### src/rtl/mem_access_unit.sv
// Memory-access stage: accepts one instruction per handshake from execute,
// runs a req/ack data-memory access with timeout, owns SP, emits a registered writeback record.
module mem_access_unit #(
  parameter int         TIMEOUT  = 15,
  parameter logic [7:0] SP_RESET = 8'hFF
) (
  input  logic       clk,
  input  logic       rst,
  input  logic       ex_valid,
  output logic       ex_ready,
  input  logic [7:0] ex_addr,
  input  logic [7:0] ex_data,
  input  logic [2:0] ex_wb_addr,
  input  logic       ex_mem_read,
  input  logic       ex_mem_write,
  input  logic       ex_reg_write,
  input  logic       ex_sp_en,
  input  logic       ex_sp_op,
  input  logic       ex_flags_pop,
  output logic       dmem_req,
  output logic       dmem_we,
  output logic [7:0] dmem_addr,
  output logic [7:0] dmem_wdata,
  input  logic [7:0] dmem_rdata,
  input  logic       dmem_ack,
  output logic       wb_valid,
  output logic       wb_we,
  output logic [2:0] wb_addr,
  output logic [7:0] wb_data,
  output logic       wb_err,
  output logic       flags_load,
  output logic [3:0] flags_value,
  output logic [7:0] sp_out
);

  typedef enum logic {S_IDLE, S_REQ} state_t;

  localparam logic [3:0] LP_LAST = 4'(TIMEOUT - 1);

  state_t     r_state;
  logic [3:0] r_wait;
  logic       r_reg_write;
  logic       r_flags_pop;
  logic       r_sp_en;
  logic       r_sp_op;
  logic [2:0] r_wb_addr;
  logic       w_mem_op;

  assign ex_ready = (r_state == S_IDLE);
  assign w_mem_op = ex_mem_read | ex_mem_write;

  always_ff @(posedge clk) begin
    if (rst) begin
      r_state     <= S_IDLE;
      r_wait      <= 4'd0;
      r_reg_write <= 1'b0;
      r_flags_pop <= 1'b0;
      r_sp_en     <= 1'b0;
      r_sp_op     <= 1'b0;
      r_wb_addr   <= 3'd0;
      dmem_req    <= 1'b0;
      dmem_we     <= 1'b0;
      dmem_addr   <= 8'd0;
      dmem_wdata  <= 8'd0;
      wb_valid    <= 1'b0;
      wb_we       <= 1'b0;
      wb_addr     <= 3'd0;
      wb_data     <= 8'd0;
      wb_err      <= 1'b0;
      flags_load  <= 1'b0;
      flags_value <= 4'd0;
      sp_out      <= SP_RESET;
    end else begin
      wb_valid   <= 1'b0;
      wb_err     <= 1'b0;
      flags_load <= 1'b0;
      case (r_state)
        S_IDLE: begin
          if (ex_valid && w_mem_op) begin
            // A write wins when both read and write are requested.
            r_state     <= S_REQ;
            r_wait      <= 4'd0;
            dmem_req    <= 1'b1;
            dmem_we     <= ex_mem_write;
            dmem_addr   <= ex_addr;
            dmem_wdata  <= ex_data;
            r_reg_write <= ex_reg_write;
            r_flags_pop <= ex_flags_pop;
            r_sp_en     <= ex_sp_en;
            r_sp_op     <= ex_sp_op;
            r_wb_addr   <= ex_wb_addr;
          end else if (ex_valid) begin
            wb_valid <= 1'b1;
            wb_we    <= ex_reg_write;
            wb_addr  <= ex_wb_addr;
            wb_data  <= ex_data;
          end
        end
        S_REQ: begin
          if (dmem_ack) begin
            r_state  <= S_IDLE;
            dmem_req <= 1'b0;
            wb_valid <= 1'b1;
            wb_addr  <= r_wb_addr;
            if (dmem_we) begin
              wb_we   <= 1'b0;
              wb_data <= dmem_wdata;
            end else begin
              wb_we   <= r_reg_write & ~r_flags_pop;
              wb_data <= dmem_rdata;
              if (r_flags_pop) begin
                flags_load  <= 1'b1;
                flags_value <= dmem_rdata[3:0];
              end
            end
            if (r_sp_en)
              sp_out <= r_sp_op ? sp_out + 8'd1 : sp_out - 8'd1;
          end else if (r_wait == LP_LAST) begin
            r_state  <= S_IDLE;
            dmem_req <= 1'b0;
            wb_valid <= 1'b1;
            wb_err   <= 1'b1;
            wb_we    <= 1'b0;
            wb_addr  <= r_wb_addr;
          end else begin
            r_wait <= r_wait + 4'd1;
          end
        end
        default: r_state <= S_IDLE;
      endcase
    end
  end

endmodule

### config.mk
export PLATFORM = sky130hd
export DESIGN_NAME = mem_access_unit
export DESIGN_NICKNAME = d
export VERILOG_FILES = /design/src/rtl/mem_access_unit.sv
export SDC_FILE = /design/constraint.sdc
export NUM_CORES = 1
export LEC_CHECK = 0
export ABC_AREA = 0
export CORE_MARGIN = 5
export CORE_UTILIZATION = 47
export CTS_BUF_LIST = sky130_fd_sc_hd__clkbuf_2
export CTS_CLUSTER_SIZE = 10
export DETAILED_ROUTE_END_ITERATION = 8
export PLACE_DENSITY = 0.86
export SYNTH_ARGS = -nofsm -noshare
export SYNTH_HDL_FRONTEND = slang
export SYNTH_SLANG_ARGS = --single-unit
### constraint.sdc
create_clock -name clk -period 2 [get_ports clk]
set_input_delay 0.4 -clock clk [delete_from_list [all_inputs] [get_ports clk]]
set_output_delay 0.4 -clock clk [all_outputs]
set_load 0.02 [all_outputs]
==> impl_metrics.json <==
{
  "drt_pass1_iterations": 4,
  "m1WireLength_um": 2810,
  "avgSynthCellArea_um2": 8.33,
  "synth-edff-count": 0,
  "ctsHoldBuffers": 0,
  "finalWirelength_um": 6750,
  "cts_resized": 2,
  "die_w_um": 83.5,
  "wl_met2_um": 3380,
  "max_stage_delay_ns": 0.62,
  "worstSetupStartpoint": "sp_out[7]",
  "worst_pin_slew_ns": 0.510,
  "min_to": "dmem_req",
  "synth_area_um2": 2540,
  "die_y_um": 83.5,
  "maxSlewViolCount": 0,
  "path_depth": 1,
  "p_leak_nw": 1.43,
  "avgViaCountPerCell": 5.22,
  "synth_common_cells": "58 x nand2_1, 57 x dfxtp_1, 41 x nor2_1",
  "async_reset_ff_share_pct": 0,
  "grt_pass1_vias": 2412,
  "ant_nets": 0,
  "initialDrtViolationCount": 133,
  "synthTopCellsByArea": "dfxtp_1 45%, nand2_1 8.6%, a21oi_1 7.9%",
  "yosys_register_bits": 57,
  "via_count": 2449,
  "fmaxAchievable_mhz": 528,
  "syn-num-nets": 351,
  "nets": 441,
  "wl_met3_um": 374,
  "netlist-cell-type-count": 37,
  "ys_warn_count": 0,
  "synth_ff_type": "dfxtp_1",
  "outcome": "completed",
  "maxSlewHeadroom_pct": 66.0,
  "hold_class": "in -> reg",
  "grt_overflow": 0,
  "cts_sinks": 57,
  "clock_path_buffers": 2,
  "r2r_end": "sp_out[6]",
  "r2r_slack_ns": 0.21,
  "grt_pass1_wl_um": 11100,
  "grt_max_degree": 49,
  "root_buffer": "clkbuf_2",
  "r2r_cells": 7,
  "top_layer": "met4",
  "crit_path_top_delay_cell": "clkdlybuf4s50_1",
  "wl_per_cell_um": 14.4,
  "critPathKind": "reg -> out",
  "globalplace.congestion": 0.833,
  "clk_latency_ns": 0.46,
  "report.final.hold_viol_count": 0,
  "num_io_pins": 83,
  "antenna-diode-count": 0,
  "io_buffers": 82,
  "cts_made_buffers": 9,
  "cp-start-kind": "register",
  "critical_path.endpoint_type": "output port",
  "path_cells": "clkdlybuf4s50_1",
  "p_per_area_nw_per_um2": 671,
  "synth_top_area_share_pct": 44.9,
  "tns_ns": 0,
  "coreArea_um2": 5170,
  "drv_cap": 0,
  "dp_hpwl_um": 4940,
  "crit_family": "buffers and inverters",
  "clock_skew_ns": 0.0218,
  "synth-seq-area-share_pct": 44.9,
  "cts_setup_buffers": 0,
  "min_period_ns": 1.89,
  "ctsHtreeMaxLevel": 3,
  "critPathBufInv": 1,
  "hold_start": "rst",
  "die-area_um2": 6970,
  "hold_depth": 2,
  "stdcell_area_um2": 3580,
  "initial_utilization_pct": 49.1,
  "synth_area_leader_cell": "dfxtp_1",
  "worstPathArrival_ns": 1.49,
  "syn_inst": 305,
  "area.growth.synth_to_final_pct": 40.9,
  "antenna_found_initial": 0,
  "setup_viol": 0,
  "rsz0062_at_grt": "no",
  "critPathRequiredTime_ns": 1.60,
  "path_clk_slew_ns": 0.16,
  "rows": 26,
  "crit_fanout": 4,
  "drive_above_1_share_pct": 9.27,
  "period_share_pct": 94.7,
  "cts_tree": "done",
  "r2r-start": "r_sp_op",
  "grt_util_all_layers_pct": 19.8,
  "placed_area_um2": 3470,
  "drc": 0,
  "ir_drop_uv": 460,
  "synth.most_common_cell": "nand2_1"
}
-- routing by layer --
| layer | track usage [%] | vias up |
|---|---|---|
| met3 | 5.53 | 15 |
| met2 | 35.1 | 72 |
| li1 | - | 1223 |
| met5 | 0 | - |
| met1 | 21.2 | 1139 |
| met4 | 10.8 | 0 |
-- worst max path at each step --
stage | end | slack, ns
final | sp_out[7] | 0.11
after global routing | dmem_wdata[7] | 0.005
after CTS | sp_out[0] | 0.04
after detailed placement | dmem_addr[1] | 0.03
after global placement | wb_data[6] | 0.08
after floorplan | sp_out[6] | 0.20
-- cell usage in the layout, fill, tap and decap left out, types with 2 or more instances in the layout --
| cell | n |
|---|---|
| nand2_1 | 58 |
| nand2b_1 | 2 |
| nor3_1 | 6 |
| nor2b_1 | 2 |
| dfxtp_1 | 55 |
| clkbuf_2 | 10 |
| xor2_1 | 5 |
| clkinv_2 | 2 |
| a21oi_1 | 40 |
| a211oi_1 | 11 |
| mux2i_1 | 15 |
| ha_1 | 8 |
| o211ai_1 | 2 |
| o21ai_0 | 8 |
| nand4_1 | 2 |
| nor2b_2 | 2 |
| clkdlybuf4s50_1 | 79 |
| a22oi_1 | 2 |
| xnor2_1 | 3 |
| dfxtp_2 | 2 |
| nor2_1 | 41 |
| buf_4 | 14 |
| clkinv_1 | 2 |
| inv_1 | 6 |
-- cell families after synthesis --
kind of cell	Yosys count	share of synthesized area, %
adders and majority gates	9	4.73
muxes	16	6.35
buffers and inverters	23	4.14
DFF	57	44.9
and+or+nand+nor	119	19.8
AOI/OAI and AO/OA	73	17.3
xor gates and xnor gates	8	2.76
-- power breakdown --
| part | switching [mW] | total [mW] | internal [mW] | leakage (nW) |
|---|---|---|---|---|
| Clock | 0.408 | 0.684 | 0.276 | 0.0666 |
| Combinational | 0.257 | 0.495 | 0.238 | 0.903 |
| Sequential | 0.0341 | 1.22 | 1.19 | 0.465 |
| Total | 0.699 | 2.40 | 1.70 | 1.43 |
-- cell type report --
type                            instances  area [um^2]
Timing Repair Buffer                   96          922
Multi-Input combinational cell        225         1310
Clock buffer                           10         50.0
Clock inverter                          5         47.5
Sequential cell                        57         1140
Fill cell                             409         1590
Inverter                                6         22.5
Tap cell                               70         87.6
-- stage by stage --
step	utilization, %	instances	worst slack, ns	hold slack (ns)	power [mW]
after floorplan	-	305	0.202	0.436	1.51
after global placement	67.1	454	0.0764	0.441	1.73
after detailed placement	67.1	454	0.0264	0.448	1.74
after CTS	69.0	469	0.0422	0.163	2.43
after global routing	69.2	469	0.00488	0.148	2.54
final	69.2	469	0.107	0.200	2.40
-- flip-flops by register name, indices dropped and copies added, names as in the netlist --
name         cells
r_wb_addr        3
sp_out           8
wb_addr          3
r_flags_pop      1
flags_load       1
dmem_addr        8
r_sp_en          1
r_wait           4
r_state          1
flags_value      4
wb_we            1
dmem_we          1
r_reg_write      1
wb_err           1
r_sp_op          1
wb_data          8
dmem_req         1
dmem_wdata       8
wb_valid         1
Power figures use the tool's default switching activity.
